### src/rtl/axi_lite_master_bridge_if.sv
`default_nettype none
// ============================================================================
// Module   : axi_lite_master_bridge_if
// Brief    : Bundles the CPU request/response port and the single-beat
//            AXI4-Lite initiator channels of axi_lite_master_bridge.
//            "master" is the bridge view. "slave" is the view of the
//            CPU plus interconnect that surround it.
// Revision : 1.0 - initial release
// ============================================================================
interface axi_lite_master_bridge_if #(
    parameter int ADDR_W = 32,
    parameter int DATA_W = 32
) ();
    // CPU request port
    logic                  req_valid;
    logic                  req_ready;
    logic                  req_we;
    logic [ADDR_W-1:0]     req_addr;
    logic [DATA_W-1:0]     req_wdata;
    logic [DATA_W/8-1:0]   req_wstrb;

    // CPU response port
    logic                  rsp_valid;
    logic                  rsp_ready;
    logic [DATA_W-1:0]     rsp_rdata;
    logic                  rsp_err;

    // AXI4-Lite write address / data / response
    logic                  m_axi_awvalid;
    logic                  m_axi_awready;
    logic [ADDR_W-1:0]     m_axi_awaddr;
    logic                  m_axi_wvalid;
    logic                  m_axi_wready;
    logic [DATA_W-1:0]     m_axi_wdata;
    logic [DATA_W/8-1:0]   m_axi_wstrb;
    logic                  m_axi_bvalid;
    logic                  m_axi_bready;
    logic [1:0]            m_axi_bresp;

    // AXI4-Lite read address / data
    logic                  m_axi_arvalid;
    logic                  m_axi_arready;
    logic [ADDR_W-1:0]     m_axi_araddr;
    logic                  m_axi_rvalid;
    logic                  m_axi_rlast;
    logic                  m_axi_rready;
    logic [DATA_W-1:0]     m_axi_rdata;
    logic [1:0]            m_axi_rresp;

    // Bridge side
    modport master (
        input  req_valid, req_we, req_addr, req_wdata, req_wstrb,
        output req_ready,
        output rsp_valid, rsp_rdata, rsp_err,
        input  rsp_ready,
        output m_axi_awvalid, m_axi_awaddr,
        input  m_axi_awready,
        output m_axi_wvalid, m_axi_wdata, m_axi_wstrb,
        input  m_axi_wready,
        input  m_axi_bvalid, m_axi_bresp,
        output m_axi_bready,
        output m_axi_arvalid, m_axi_araddr,
        input  m_axi_arready,
        input  m_axi_rvalid, m_axi_rlast, m_axi_rdata, m_axi_rresp,
        output m_axi_rready
    );

    // CPU + interconnect side
    modport slave (
        output req_valid, req_we, req_addr, req_wdata, req_wstrb,
        input  req_ready,
        input  rsp_valid, rsp_rdata, rsp_err,
        output rsp_ready,
        input  m_axi_awvalid, m_axi_awaddr,
        output m_axi_awready,
        input  m_axi_wvalid, m_axi_wdata, m_axi_wstrb,
        output m_axi_wready,
        output m_axi_bvalid, m_axi_bresp,
        input  m_axi_bready,
        input  m_axi_arvalid, m_axi_araddr,
        output m_axi_arready,
        output m_axi_rvalid, m_axi_rlast, m_axi_rdata, m_axi_rresp,
        input  m_axi_rready
    );
endinterface
`default_nettype wire

### src/rtl/axi_lite_master_bridge.sv
`default_nettype none
// ============================================================================
// Module   : axi_lite_master_bridge
// Brief    : Turns one CPU load/store request into one single-beat AXI4-Lite
//            read or write transaction. It returns data and status on a
//            response port. Only one transaction is outstanding at a time.
//            Every output comes straight from a flop.
// Revision : 1.0 - initial release
// ============================================================================
module axi_lite_master_bridge #(
    parameter int ADDR_W = 32,
    parameter int DATA_W = 32
) (
    input  wire                          clk,
    input  wire                          rst_n,
    axi_lite_master_bridge_if.master     bus
);

    localparam int STRB_W = DATA_W / 8;

    // Transaction sequencer states
    localparam logic [2:0] S_IDLE  = 3'd0;
    localparam logic [2:0] S_WR    = 3'd1;
    localparam logic [2:0] S_WRESP = 3'd2;
    localparam logic [2:0] S_RD_A  = 3'd3;
    localparam logic [2:0] S_RD_D  = 3'd4;
    localparam logic [2:0] S_RSP   = 3'd5;

    logic [2:0]          state_q,     state_d;
    logic                req_ready_q, req_ready_d;
    logic                rsp_valid_q, rsp_valid_d;
    logic [DATA_W-1:0]   rsp_rdata_q, rsp_rdata_d;
    logic                rsp_err_q,   rsp_err_d;
    logic                awvalid_q,   awvalid_d;
    logic [ADDR_W-1:0]   awaddr_q,    awaddr_d;
    logic                wvalid_q,    wvalid_d;
    logic [DATA_W-1:0]   wdata_q,     wdata_d;
    logic [STRB_W-1:0]   wstrb_q,     wstrb_d;
    logic                bready_q,    bready_d;
    logic                arvalid_q,   arvalid_d;
    logic [ADDR_W-1:0]   araddr_q,    araddr_d;
    logic                rready_q,    rready_d;

    logic                w_accept;
    logic                w_misaligned;
    logic                w_aw_done;
    logic                w_w_done;
    logic                w_unused_resp_lsb;

    // Only resp[1] separates OKAY/EXOKAY from SLVERR/DECERR
    assign w_unused_resp_lsb = bus.m_axi_bresp[0] ^ bus.m_axi_rresp[0];

    assign w_accept     = bus.req_valid && req_ready_q;
    assign w_misaligned = (bus.req_addr[1:0] != 2'b00);

    // A write-channel half is done when it already handshook earlier or
    // handshakes this cycle. AW and W may finish in either order.
    assign w_aw_done = !awvalid_q || bus.m_axi_awready;
    assign w_w_done  = !wvalid_q  || bus.m_axi_wready;

    // Next-state and next-output computation for the sequencer
    always_comb begin
        state_d     = state_q;
        req_ready_d = req_ready_q;
        rsp_valid_d = rsp_valid_q;
        rsp_rdata_d = rsp_rdata_q;
        rsp_err_d   = rsp_err_q;
        awvalid_d   = awvalid_q;
        awaddr_d    = awaddr_q;
        wvalid_d    = wvalid_q;
        wdata_d     = wdata_q;
        wstrb_d     = wstrb_q;
        bready_d    = bready_q;
        arvalid_d   = arvalid_q;
        araddr_d    = araddr_q;
        rready_d    = rready_q;

        case (state_q)
            S_IDLE: begin
                // req_ready comes up the first cycle after reset release
                req_ready_d = 1'b1;
                if (w_accept) begin
                    req_ready_d = 1'b0;
                    if (w_misaligned) begin
                        // Fail locally without touching the bus
                        state_d     = S_RSP;
                        rsp_valid_d = 1'b1;
                        rsp_err_d   = 1'b1;
                        rsp_rdata_d = '0;
                    end else if (bus.req_we) begin
                        state_d   = S_WR;
                        awvalid_d = 1'b1;
                        awaddr_d  = bus.req_addr;
                        wvalid_d  = 1'b1;
                        wdata_d   = bus.req_wdata;
                        wstrb_d   = bus.req_wstrb;
                    end else begin
                        state_d   = S_RD_A;
                        arvalid_d = 1'b1;
                        araddr_d  = bus.req_addr;
                    end
                end
            end

            S_WR: begin
                if (awvalid_q && bus.m_axi_awready) begin
                    awvalid_d = 1'b0;
                end
                if (wvalid_q && bus.m_axi_wready) begin
                    wvalid_d = 1'b0;
                end
                if (w_aw_done && w_w_done) begin
                    bready_d = 1'b1;
                    state_d  = S_WRESP;
                end
            end

            S_WRESP: begin
                if (bus.m_axi_bvalid && bready_q) begin
                    bready_d    = 1'b0;
                    rsp_err_d   = bus.m_axi_bresp[1];
                    rsp_rdata_d = '0;
                    rsp_valid_d = 1'b1;
                    state_d     = S_RSP;
                end
            end

            S_RD_A: begin
                if (arvalid_q && bus.m_axi_arready) begin
                    arvalid_d = 1'b0;
                    rready_d  = 1'b1;
                    state_d   = S_RD_D;
                end
            end

            S_RD_D: begin
                if (bus.m_axi_rvalid && rready_q) begin
                    rready_d    = 1'b0;
                    rsp_rdata_d = bus.m_axi_rdata;
                    // A single-beat read must close with rlast
                    rsp_err_d   = bus.m_axi_rresp[1] | ~bus.m_axi_rlast;
                    rsp_valid_d = 1'b1;
                    state_d     = S_RSP;
                end
            end

            S_RSP: begin
                if (rsp_valid_q && bus.rsp_ready) begin
                    rsp_valid_d = 1'b0;
                    req_ready_d = 1'b1;
                    state_d     = S_IDLE;
                end
            end

            default: begin
                // Unreachable encodings fall back to a clean idle bus
                state_d     = S_IDLE;
                req_ready_d = 1'b0;
                rsp_valid_d = 1'b0;
                awvalid_d   = 1'b0;
                wvalid_d    = 1'b0;
                bready_d    = 1'b0;
                arvalid_d   = 1'b0;
                rready_d    = 1'b0;
            end
        endcase
    end

    // State and output registers. Reset abandons any in-flight transaction.
    always_ff @(posedge clk or negedge rst_n) begin
        if (!rst_n) begin
            state_q     <= S_IDLE;
            req_ready_q <= 1'b0;
            rsp_valid_q <= 1'b0;
            rsp_rdata_q <= '0;
            rsp_err_q   <= 1'b0;
            awvalid_q   <= 1'b0;
            awaddr_q    <= '0;
            wvalid_q    <= 1'b0;
            wdata_q     <= '0;
            wstrb_q     <= '0;
            bready_q    <= 1'b0;
            arvalid_q   <= 1'b0;
            araddr_q    <= '0;
            rready_q    <= 1'b0;
        end else begin
            state_q     <= state_d;
            req_ready_q <= req_ready_d;
            rsp_valid_q <= rsp_valid_d;
            rsp_rdata_q <= rsp_rdata_d;
            rsp_err_q   <= rsp_err_d;
            awvalid_q   <= awvalid_d;
            awaddr_q    <= awaddr_d;
            wvalid_q    <= wvalid_d;
            wdata_q     <= wdata_d;
            wstrb_q     <= wstrb_d;
            bready_q    <= bready_d;
            arvalid_q   <= arvalid_d;
            araddr_q    <= araddr_d;
            rready_q    <= rready_d;
        end
    end

    assign bus.req_ready     = req_ready_q;
    assign bus.rsp_valid     = rsp_valid_q;
    assign bus.rsp_rdata     = rsp_rdata_q;
    assign bus.rsp_err       = rsp_err_q;
    assign bus.m_axi_awvalid = awvalid_q;
    assign bus.m_axi_awaddr  = awaddr_q;
    assign bus.m_axi_wvalid  = wvalid_q;
    assign bus.m_axi_wdata   = wdata_q;
    assign bus.m_axi_wstrb   = wstrb_q;
    assign bus.m_axi_bready  = bready_q;
    assign bus.m_axi_arvalid = arvalid_q;
    assign bus.m_axi_araddr  = araddr_q;
    assign bus.m_axi_rready  = rready_q;

endmodule
`default_nettype wire
### src/flat_wrapper.sv
// flat-port wrapper written by rule: the top's interface ports become plain ports
module axi_lite_master_bridge_flat 
#(
    parameter int ADDR_W = 32,
    parameter int DATA_W = 32
)
  (clk, rst_n, bus_req_valid, bus_req_we, bus_req_addr, bus_req_wdata, bus_req_wstrb, bus_req_ready, bus_rsp_valid, bus_rsp_rdata, bus_rsp_err, bus_rsp_ready, bus_m_axi_awvalid, bus_m_axi_awaddr, bus_m_axi_awready, bus_m_axi_wvalid, bus_m_axi_wdata, bus_m_axi_wstrb, bus_m_axi_wready, bus_m_axi_bvalid, bus_m_axi_bresp, bus_m_axi_bready, bus_m_axi_arvalid, bus_m_axi_araddr, bus_m_axi_arready, bus_m_axi_rvalid, bus_m_axi_rlast, bus_m_axi_rdata, bus_m_axi_rresp, bus_m_axi_rready);
  axi_lite_master_bridge_if #(.ADDR_W(ADDR_W), .DATA_W(DATA_W)) bus_i ();
  input  wire clk;
  input  wire rst_n;
  input wire logic [$bits(bus_i.req_valid)-1:0] bus_req_valid;
  input wire logic [$bits(bus_i.req_we)-1:0] bus_req_we;
  input wire logic [$bits(bus_i.req_addr)-1:0] bus_req_addr;
  input wire logic [$bits(bus_i.req_wdata)-1:0] bus_req_wdata;
  input wire logic [$bits(bus_i.req_wstrb)-1:0] bus_req_wstrb;
  output wire logic [$bits(bus_i.req_ready)-1:0] bus_req_ready;
  output wire logic [$bits(bus_i.rsp_valid)-1:0] bus_rsp_valid;
  output wire logic [$bits(bus_i.rsp_rdata)-1:0] bus_rsp_rdata;
  output wire logic [$bits(bus_i.rsp_err)-1:0] bus_rsp_err;
  input wire logic [$bits(bus_i.rsp_ready)-1:0] bus_rsp_ready;
  output wire logic [$bits(bus_i.m_axi_awvalid)-1:0] bus_m_axi_awvalid;
  output wire logic [$bits(bus_i.m_axi_awaddr)-1:0] bus_m_axi_awaddr;
  input wire logic [$bits(bus_i.m_axi_awready)-1:0] bus_m_axi_awready;
  output wire logic [$bits(bus_i.m_axi_wvalid)-1:0] bus_m_axi_wvalid;
  output wire logic [$bits(bus_i.m_axi_wdata)-1:0] bus_m_axi_wdata;
  output wire logic [$bits(bus_i.m_axi_wstrb)-1:0] bus_m_axi_wstrb;
  input wire logic [$bits(bus_i.m_axi_wready)-1:0] bus_m_axi_wready;
  input wire logic [$bits(bus_i.m_axi_bvalid)-1:0] bus_m_axi_bvalid;
  input wire logic [$bits(bus_i.m_axi_bresp)-1:0] bus_m_axi_bresp;
  output wire logic [$bits(bus_i.m_axi_bready)-1:0] bus_m_axi_bready;
  output wire logic [$bits(bus_i.m_axi_arvalid)-1:0] bus_m_axi_arvalid;
  output wire logic [$bits(bus_i.m_axi_araddr)-1:0] bus_m_axi_araddr;
  input wire logic [$bits(bus_i.m_axi_arready)-1:0] bus_m_axi_arready;
  input wire logic [$bits(bus_i.m_axi_rvalid)-1:0] bus_m_axi_rvalid;
  input wire logic [$bits(bus_i.m_axi_rlast)-1:0] bus_m_axi_rlast;
  input wire logic [$bits(bus_i.m_axi_rdata)-1:0] bus_m_axi_rdata;
  input wire logic [$bits(bus_i.m_axi_rresp)-1:0] bus_m_axi_rresp;
  output wire logic [$bits(bus_i.m_axi_rready)-1:0] bus_m_axi_rready;
  assign bus_i.req_valid = bus_req_valid;
  assign bus_i.req_we = bus_req_we;
  assign bus_i.req_addr = bus_req_addr;
  assign bus_i.req_wdata = bus_req_wdata;
  assign bus_i.req_wstrb = bus_req_wstrb;
  assign bus_req_ready = bus_i.req_ready;
  assign bus_rsp_valid = bus_i.rsp_valid;
  assign bus_rsp_rdata = bus_i.rsp_rdata;
  assign bus_rsp_err = bus_i.rsp_err;
  assign bus_i.rsp_ready = bus_rsp_ready;
  assign bus_m_axi_awvalid = bus_i.m_axi_awvalid;
  assign bus_m_axi_awaddr = bus_i.m_axi_awaddr;
  assign bus_i.m_axi_awready = bus_m_axi_awready;
  assign bus_m_axi_wvalid = bus_i.m_axi_wvalid;
  assign bus_m_axi_wdata = bus_i.m_axi_wdata;
  assign bus_m_axi_wstrb = bus_i.m_axi_wstrb;
  assign bus_i.m_axi_wready = bus_m_axi_wready;
  assign bus_i.m_axi_bvalid = bus_m_axi_bvalid;
  assign bus_i.m_axi_bresp = bus_m_axi_bresp;
  assign bus_m_axi_bready = bus_i.m_axi_bready;
  assign bus_m_axi_arvalid = bus_i.m_axi_arvalid;
  assign bus_m_axi_araddr = bus_i.m_axi_araddr;
  assign bus_i.m_axi_arready = bus_m_axi_arready;
  assign bus_i.m_axi_rvalid = bus_m_axi_rvalid;
  assign bus_i.m_axi_rlast = bus_m_axi_rlast;
  assign bus_i.m_axi_rdata = bus_m_axi_rdata;
  assign bus_i.m_axi_rresp = bus_m_axi_rresp;
  assign bus_m_axi_rready = bus_i.m_axi_rready;
  axi_lite_master_bridge #(.ADDR_W(ADDR_W), .DATA_W(DATA_W)) u_core (.clk(clk), .rst_n(rst_n), .bus(bus_i));
endmodule
### config.mk
export PLATFORM = sky130hd
export DESIGN_NAME = axi_lite_master_bridge_flat
export DESIGN_NICKNAME = d
export VERILOG_FILES = /design/src/rtl/axi_lite_master_bridge_if.sv /design/src/rtl/axi_lite_master_bridge.sv /design/src/flat_wrapper.sv
export SDC_FILE = /design/constraint.sdc
export NUM_CORES = 1
export LEC_CHECK = 0
export BUFFER_PORTS_ARGS = -buffer_cell sky130_fd_sc_hd__buf_4
export CAP_MARGIN = 15
export CORE_MARGIN = 8
export CORE_UTILIZATION = 48
export CTS_BUF_LIST = sky130_fd_sc_hd__clkbuf_4 sky130_fd_sc_hd__clkbuf_8 sky130_fd_sc_hd__clkbuf_16
export DETAILED_ROUTE_END_ITERATION = 10
export PLACE_DENSITY = 0.78
export SLEW_MARGIN = 10
export SYNTH_ARGS = -nofsm -noshare
export SYNTH_HDL_FRONTEND = slang
export SYNTH_SLANG_ARGS = --single-unit
### constraint.sdc
create_clock -name clk -period 2 [get_ports clk]
set_input_delay 0.6 -clock clk [delete_from_list [all_inputs] [get_ports clk]]
set_output_delay 0.6 -clock clk [all_outputs]
set_load 0.01 [all_outputs]
==> results.txt <==
----------------------------------------------------
[GRT]
  Initial antenna violation count ... 0
  Total global-route track usage ... 20.4%
  Global-route wire length before repair ... 25700 microns
  Via count of the first global-routing pass ... 4903
  Global-route congestion overflow total ... 0
  Largest net degree at the start of global routing ... 44

[Worst setup path]
  Largest fanout on the critical path ... 8
  Path length in cells of the critical path ... 5
  Startpoint-to-endpoint class of the critical path ... register to register
  Crit path max-delay cell type ... dfrtp_1
  Register-to-Register Path Depth ... 5
  Setup crit end ... u_core.state_q[0]
  Buffering stage count on the worst path with inverters included ... 1
  Kind of end point of the critical path ... register
  Cell chain of the critical path ... buf_4, and3b_1, a32o_1, nor4b_4, mux2_4
  Critical Path Start ... u_core.state_q[0]
  Worst reg2reg endpoint ... u_core.state_q[0]
  Reg-to-reg slack, setup ... 0.11 ns
  Crit-path leading delay family ... flip-flops
  Source of the worst register-to-register timing path ... u_core.state_q[0]
  Critical path data arrival time ... 2.18 ns
  Required time at the endpoint of the critical path ... 2.29 ns
  Critical Path Start Type ... register
  Largest stage delay on the critical path ... 0.50 ns

[Routing]
  Number of DRC markers in iteration 0 ... 275
  Via-to-Cell Ratio ... 5.03
  Routed Wire Length ... 16500 microns
  Average detailed-routed wire length per instance ... 18.9 microns
  Residual antenna-violating net count after detailed routing ... 0
  Number of detailed-route iterations in the first pass ... 4
  Total vias in the final route ... 4384
  Remaining routing DRC violations ... 0

[Placement]
  HPWL after detailed placement ... 12500 microns
  Number of buffers added on ports ... 252
  Routability congestion estimate from global placement ... 0.864
  Placement-stage worst setup slack ... -0.0394 ns

[Synthesis]
  Fraction of the yosys area taken by sequential cells ... 60.4%
  Summed instance area of the synthesized netlist ... 0.00592 sq mm
  Distinct cell type count after synthesis ... 42
  Post-synthesis net count ... 557
  Synth warnings ... 0
  Post-synthesis register bit count ... 143
  Post-synthesis instance total ... 440
  Synthesized area per cell ... 13.5 sq um

[Clock tree]
  Htree depth ... 4
  Clock sink count ... 143
  Clk Latency, worst-skew pair ... 0.41 ns
  Buffer type at the clock tree root ... clkbuf_16
  Number of buffers created by CTS ... 17
  Clock Tree Buf Depth ... 2
  CTS tree ... built
  CTS clk-pin slew, worst paths ... 0.06 ns

[STA]
  Maximum clock skew at final layout ... 0.00609 ns
  Minimum clock period ... 1.89 ns
  Number of endpoints with negative hold slack in the final report ... 0
  Worst slew pin tran ... 0.419 ns
  Final critical-path setup slack ... 0.112 ns
  Part of the cycle the worst path needs ... 94.4%
  Max-Slew Margin vs Limit ... 72.1%
  Setup repair after global routing missed its margin ... no
  Final Max Tran Viols ... 0
  Highest Clock Rate ... 530 MHz
  Count of endpoints failing setup in the final report ... 0

[Floorplanning]
  Starting density of the core ... 49.3%
  Die ar. ... 0.0161 sq mm
  Die Span Y ... 127 microns
  Site Rows ... 40
  Die Wd ... 127 microns
  IO Count ... 255
  Core Footprint ... 0.0120 sq mm

[Layout]
  Number of inserted filler cells in the final layout ... 861
  Share of layout cells above drive strength 1 ... 56.9%
  P&R area growth vs syn ... 48.2%
  Most common cell after layout, fill and taps aside ... buf_4
  Most used cells in the layout excluding fill and tap cells ... buf_4 (265), dfrtp_1 (142), mux2_2 (97), nand2_1 (48), inv_1 (34)
  Count of inserted antenna diode cells ... 0
  Count of nets after finishing ... 828
  Final core occ ... 73.1%

[Pwr]
  Leakage power ... 4.67 nW
  Worst voltage drop across the vdd grid ... 0.563 mV
  Power Dens Cells ... 747 mW/mm^2

[Status]
  Status ... finished, final reports clean

[Min path]
  Class of the worst hold path ... input pin to asynchronous set/reset pin

[Flow run]
  Max_cap viols ... 0

----------------------------------------------------
[worst min-delay path by stage]
stage                                 endpoint  slack, ns
CTS                   u_core.bus.rsp_rdata[20]        0.1
global route          u_core.bus.rsp_rdata[20]       0.11
global placement    u_core.bus.m_axi_awaddr[1]       0.47
floorplan           u_core.bus.m_axi_araddr[0]       0.30
finish                u_core.bus.rsp_rdata[20]        0.1
detailed placement  u_core.bus.m_axi_awaddr[1]       0.48
[what timing repair did]
| item | in CTS | in global routing |
|---|---|---|
| buffers inserted | 0 | 0 |
| hold buffers | 0 | 0 |
| endpoints found under the setup margin | 0 | 29 |
| resized for setup | 0 | 2 |
[Yosys cell counts (all sizes together)]
cell type	number	area [sq um]
nand2b	2	12.5
nor2b	1	6.26
or3b	1	8.76
o21a	1	7.51
and2	6	37.5
nor4b	2	32.5
xnor2	1	8.76
or2	1	6.26
o2111ai	1	8.76
o211ai	3	22.5
a221oi	1	8.76
a21o	2	15.0
o31a	2	17.5
ha	2	25.0
clkbuf	3	11.3
a32o	1	10.0
nand2	48	180
a31oi	2	12.5
clkinv	1	3.75
nand3	4	20.0
nor3b	1	12.5
a21oi	7	38.8
dfrtp	143	3580
a2bb2oi	1	8.76
and3b	2	17.5
inv	34	128
nor2	4	15.0
a211oi	2	15.0
mux2	98	1110
o31ai	1	7.51
o21ai	5	25.0
o22ai	1	6.26
mux2i	33	330
buf	18	140
o211a	1	10.0
nor3	4	25.0
[metal layers]
layer | GRT usage (%) | wire length, microns | vias up
met3 | 7.70 | 1270 | 27
met4 | 9.31 | 450 | 0
met2 | 36.1 | 8730 | 161
met1 | 21.1 | 6020 | 2157
li1 | - | - | 2039
met5 | 0 | 0 | -
[metrics by stage]
step	TNS, ns	area, sq um	hold WS, ns	power, mW	instances
floorplan	0	5920	0.304	2.96	440
global placement	-0.552	8130	0.471	3.20	839
CTS	0	8770	0.0972	6.62	871
detailed placement	-0.854	8130	0.476	3.21	839
global route	0	8770	0.112	6.76	871
finish	0	8770	0.0989	6.56	871
[final cells by class]
| type | count | area, sq um | area share (%) |
|---|---|---|---|
| Sequential cell | 143 | 3580 | 40.8 |
| Timing Repair Buffer | 273 | 2140 | 24.4 |
| Multi-Input combinational cell | 241 | 2090 | 23.9 |
| Clock buffer | 23 | 489 | 5.58 |
| Tap cell | 147 | 184 | 2.10 |
| Clock inverter | 9 | 156 | 1.78 |
| Inverter | 35 | 131 | 1.50 |
[logic make-up after synthesis]
group,after synthesis,synth area share (%)
AOI/OAI and AO/OA,31,3.61
buffers and inverters,56,4.78
adders and majority gates,2,0.423
and+or+nand+nor,76,6.32
DFF,143,60.4
muxes,131,24.3
xor gates and xnor gates,1,0.148
[flip-flops by register name (all words and copies together), names as in the netlist, 3 cells and up]
name / count
u_core.state_q: 3
u_core.bus.rsp_rdata: 32
u_core.bus.m_axi_wdata: 32
u_core.bus.m_axi_awaddr: 32
u_core.bus.m_axi_wstrb: 4
u_core.bus.m_axi_araddr: 32
[where the power goes]
group	internal, mW	total, mW	switching, mW
registers	2.89	2.89	0
logic	0.156	0.258	0.103
clock network	2.23	3.40	1.18
Power figures use the tool's default switching activity.
